--- config.mk ---
export PLATFORM = sky130hd
export DESIGN_NAME = fib_rec
export DESIGN_NICKNAME = d
export VERILOG_FILES = /design/src/rtl/fib_rec.sv
export SDC_FILE = /design/constraint.sdc
export NUM_CORES = 1
export LEC_CHECK = 0
export BUFFER_PORTS_ARGS = -buffer_cell sky130_fd_sc_hd__clkbuf_2
export CAP_MARGIN = 20
export CORE_MARGIN = 2
export CORE_UTILIZATION = 35
export DETAILED_ROUTE_END_ITERATION = 7
export PLACE_DENSITY = 0.63
export SLEW_MARGIN = 40
export SYNTH_ARGS = -nofsm -noshare
export SYNTH_HDL_FRONTEND = slang
export SYNTH_SLANG_ARGS = --single-unit
export TNS_END_PERCENT = 20
--- constraint.sdc ---
create_clock -name clk -period 1.4 [get_ports clk]
set_input_delay 0.21 -clock clk [delete_from_list [all_inputs] [get_ports clk]]
set_output_delay 0.21 -clock clk [all_outputs]
set_load 0.01 [all_outputs]
--- src/rtl/fib_rec.sv ---
// rtl/fib_rec.sv - BCD to seven-segment decoder with Fibonacci flag and input monitor
// Optional hex glyphs for codes 10..15 when FIB_REC_HEX_EN is defined.
module fib_rec #(
   parameter int ERR_CNT_W = 8
) (
   input  logic                 clk,
   input  logic                 reset,
   input  logic [3:0]           BCD_in,
   output logic [6:0]           sevenSeg,
   output logic                 is_fib,
   output logic                 invalid,
   output logic [3:0]           last_valid,
   output logic [ERR_CNT_W-1:0] err_count
);

   logic [3:0]           last_valid_q, last_valid_d;
   logic [ERR_CNT_W-1:0] err_count_q, err_count_d;

   // Segment order {a,b,c,d,e,f,g}, active-high.
   always_comb begin
      sevenSeg = 7'b0000000;
      case (BCD_in)
         4'd0:    sevenSeg = 7'b1111110;
         4'd1:    sevenSeg = 7'b0110000;
         4'd2:    sevenSeg = 7'b1101101;
         4'd3:    sevenSeg = 7'b1111001;
         4'd4:    sevenSeg = 7'b0110011;
         4'd5:    sevenSeg = 7'b1011011;
         4'd6:    sevenSeg = 7'b1011111;
         4'd7:    sevenSeg = 7'b1110000;
         4'd8:    sevenSeg = 7'b1111111;
         4'd9:    sevenSeg = 7'b1111011;
`ifdef FIB_REC_HEX_EN
         4'd10:   sevenSeg = 7'b1110111;
         4'd11:   sevenSeg = 7'b0011111;
         4'd12:   sevenSeg = 7'b1001110;
         4'd13:   sevenSeg = 7'b0111101;
         4'd14:   sevenSeg = 7'b1001111;
         4'd15:   sevenSeg = 7'b1000111;
`endif
         default: sevenSeg = 7'b0000000;
      endcase
   end

   always_comb begin
      is_fib = 1'b0;
      case (BCD_in)
         4'd0, 4'd1, 4'd2, 4'd3, 4'd5, 4'd8: is_fib = 1'b1;
         default:                            is_fib = 1'b0;
      endcase
   end

   assign invalid = (BCD_in > 4'd9);

   // Counter saturates at all-ones so a stuck input never wraps back to a small count.
   always_comb begin
      last_valid_d = last_valid_q;
      err_count_d  = err_count_q;
      if (!invalid) begin
         last_valid_d = BCD_in;
      end else if (err_count_q != {ERR_CNT_W{1'b1}}) begin
         err_count_d = err_count_q + ERR_CNT_W'(1);
      end
   end

   always_ff @(posedge clk) begin
      if (!reset) begin
         last_valid_q <= 4'd0;
         err_count_q  <= '0;
      end else begin
         last_valid_q <= last_valid_d;
         err_count_q  <= err_count_d;
      end
   end

   assign last_valid = last_valid_q;
   assign err_count  = err_count_q;

endmodule

==> flow_summary.toml <==
[min_path]
holdPathEnd = "err_count[3]"
worstHoldPathType = "input pin to flip-flop"
min_from = "reset"
whs_path_depth = 2

[worst_setup_path]
ff2ff_path_depth = 5
cp_cell_sequence = "ha_4, nand2_1, or4b_1, mux2i_1, nor2_1"
path_buf_inv = 0
worstPathArrival_ps = 1560
critical_path_class = "flip-flop to flip-flop"
start_kind = "flip-flop"
path_max_fanout = 4
rr_startpoint = "err_count[0]"
slowest_stage = "or4b_1"
worst_path_largest_cell_delay_ps = 480
r2r-end = "err_count[6]"
rrSetupSlack_ps = 10
cpLargestDelayFamily = "simple AND/OR/NAND/NOR gates"
required_ps = 1570
critPathCaptureType = "flip-flop"

[floorplan]
dieWidth_um = 51.27
core.rowCount = 17
die_h_um = 51.27
start_util = 0.3604
die_area_um2 = 2629
io_pins = 27
core-area_um2 = 2170

[cells_and_area]
final_cell_mix = "clkbuf_2 (24), buf_4 (20), nor2_1 (9), nand2_1 (8), dfxtp_1 (8)"
finalNonFillerCells = 173
fin_nets = 162
drive_above_1_share = 0.4759
antenna_cells = 0
syn2layout_area_growth_pct = 57.76
finalInstanceArea_um2 = 1234
finish.utilization = 0.5686
mostFrequentLayoutCell = "clkbuf_2"

[synthesis]
synthDistinctLibCells = 33
synth_cells = 94
synth_area_leader_cell = "dfxtp_1"
ys_seq_elements = 12
synthesis.area_um2 = 782.0
yosysWarnings = 0
seq_area_frac_synth = 0.3072
ys_top_cells_by_area = "dfxtp_1 (31%), ha_1 (14%), o21ai_0 (5.1%)"
avgSynthCellArea_um2 = 8.319
synth_top_area_share = 0.3072
synth_nets = 109

[timing]
hold_violations = 0
skew_ps = 3.192
maxSlewViolCount = 0
slew_headroom = 0.8375
fmax_ghz = 0.7193
worst_pin_slew_ps = 240.6
finalSetupViolations = 0
setup_slack_ps = 9.791
period_needed_ps = 1390
timing.hold.ws_ps = 220.8
finalCritPeriodShare = 0.9930
rsz0062_at_grt = "true"

[global_routing]
grt_max_degree = 9
globalRouteOverflowTotal = 0
antenna_found_initial = 0
grt_pass1_wl_um = 3574
grt_pass1_vias = 817
grt_usage = 0.1748

[routing]
avgViaCountPerCell = 5.023
postRouteAntennaNets = 0
routed_wl_um = 2177
drt-wirelength-per-cell_um = 12.58
drc_errors = 0
dr.pass1.iters = 4
vias = 869
initialDrtViolationCount = 10

[place]
gp_congestion = 0.8403
place_inst = 169
dp_hpwl_um = 1710
placed_area_um2 = 1129
port_buffers = 26
pre_cts_slack_ps = -208.0

[power_and_ir_drop]
vdd_drop_max_mv = 0.4226
power.density_nw_per_um2 = 665.5
leakage_nw = 0.5826

[clock_tree]
path_clk_slew_ps = 70
numCtsBuffers = 3
clockRootBuffer = "clkbuf_4"
ctsHoldBuffers = 0
clk_latency_ps = 280
cts_tree = "done"
clockBufferDepth = 2
clock-sinks = 12
htree_levels = 1

[flow_run]
drv_cap = 0

[status]
status = "complete, no violations"
## power breakdown
part	switching, mW	internal, mW	leakage, nW
clock	0.114	0.0999	0.0138
combinational	0.125	0.117	0.469
sequential	0.00957	0.355	0.0995
total	0.249	0.572	0.583
## layer usage
metal  up-vias  global-route usage  wire length [µm]
li1        431                   -                 -
met1       407              0.2153               925
met2        26              0.3182              1107
met3         5            0.008772               107
met4         0             0.06579                36
met5         -                   0                 0
## through the flow
stage / TNS [ps] / total power [mW]
finish: 0 / 0.8210
CTS: -148.2 / 0.8044
global route: -105.5 / 0.8646
floorplan: -49.49 / 0.4794
detailed placement: -938.2 / 0.5919
global placement: -386.9 / 0.5860
## synth_stat cells
master and count:
nand4bb_1 1, o21bai_4 1, nand4_1 1, a21oi_1 5, and3_1 1, inv_1 8
nand3_1 5, o21ai_1 1, a21o_1 1, or3_1 2, xor2_1 1, a211oi_1 1
nor2_1 9, ha_1 9, o2bb2ai_1 1, o22ai_1 2, mux2i_1 3, o2111ai_1 1
o211ai_1 1, o41ai_1 1, o21ai_0 8, o211ai_2 1, a22o_1 1, nand2b_1 1
xnor2_1 2, a21boi_0 1, or4b_1 1, nand2_1 8, buf_1 1, dfxtp_1 12
or2b_2 1, and2_1 1, clkinv_1 1
## cells by family after synthesis
logic type	synth area share
mux	0.03840
simple gates	0.2000
flops	0.3072
compound gates	0.2288
xor+xnor	0.03361
fa+ha+maj	0.1440
buf+inv	0.04799
## worst register-to-register path: cells and delay by family, from the launching register on
kind                       cells  cell delay (ps)
and+or+nand+nor                3              610
DFF                            1              350
adders and majority gates      1              160
muxes                          1              160
## how the worst max path moves through the flow
stage	startpoint	slack [ps]	end	depth (start not counted)
2_1_floorplan	BCD_in[1]	-50	err_count[6]	6
3_3_place_gp	BCD_in[0]	-150	err_count[6]	7
3_5_place_dp	BCD_in[0]	-210	err_count[6]	7
4_1_cts	BCD_in[0]	-50	is_fib	9
5_1_grt	BCD_in[1]	-50	sevenSeg[1]	7
6_report	err_count[0]	10	err_count[6]	5
## layout make-up
class                   instances  area [µm²]
clock buffers                   3       22.52
fillers                       224       935.9
inverters                       9       36.28
multi-input cells              72       574.3
flip-flops and latches         12       245.2
well taps                      28       35.03
repair buffers                 49       320.3
## flip-flops by register name, indices dropped and copies added, names as in the netlist
name        flops
err_count       8
last_valid      4
## repair_timing
item,in CTS,in global routing
resized for setup,2,20
setup buffers,0,1
pin swaps,0,6
setup endpoints to repair,6,12
(Power assumes the default switching activity.)
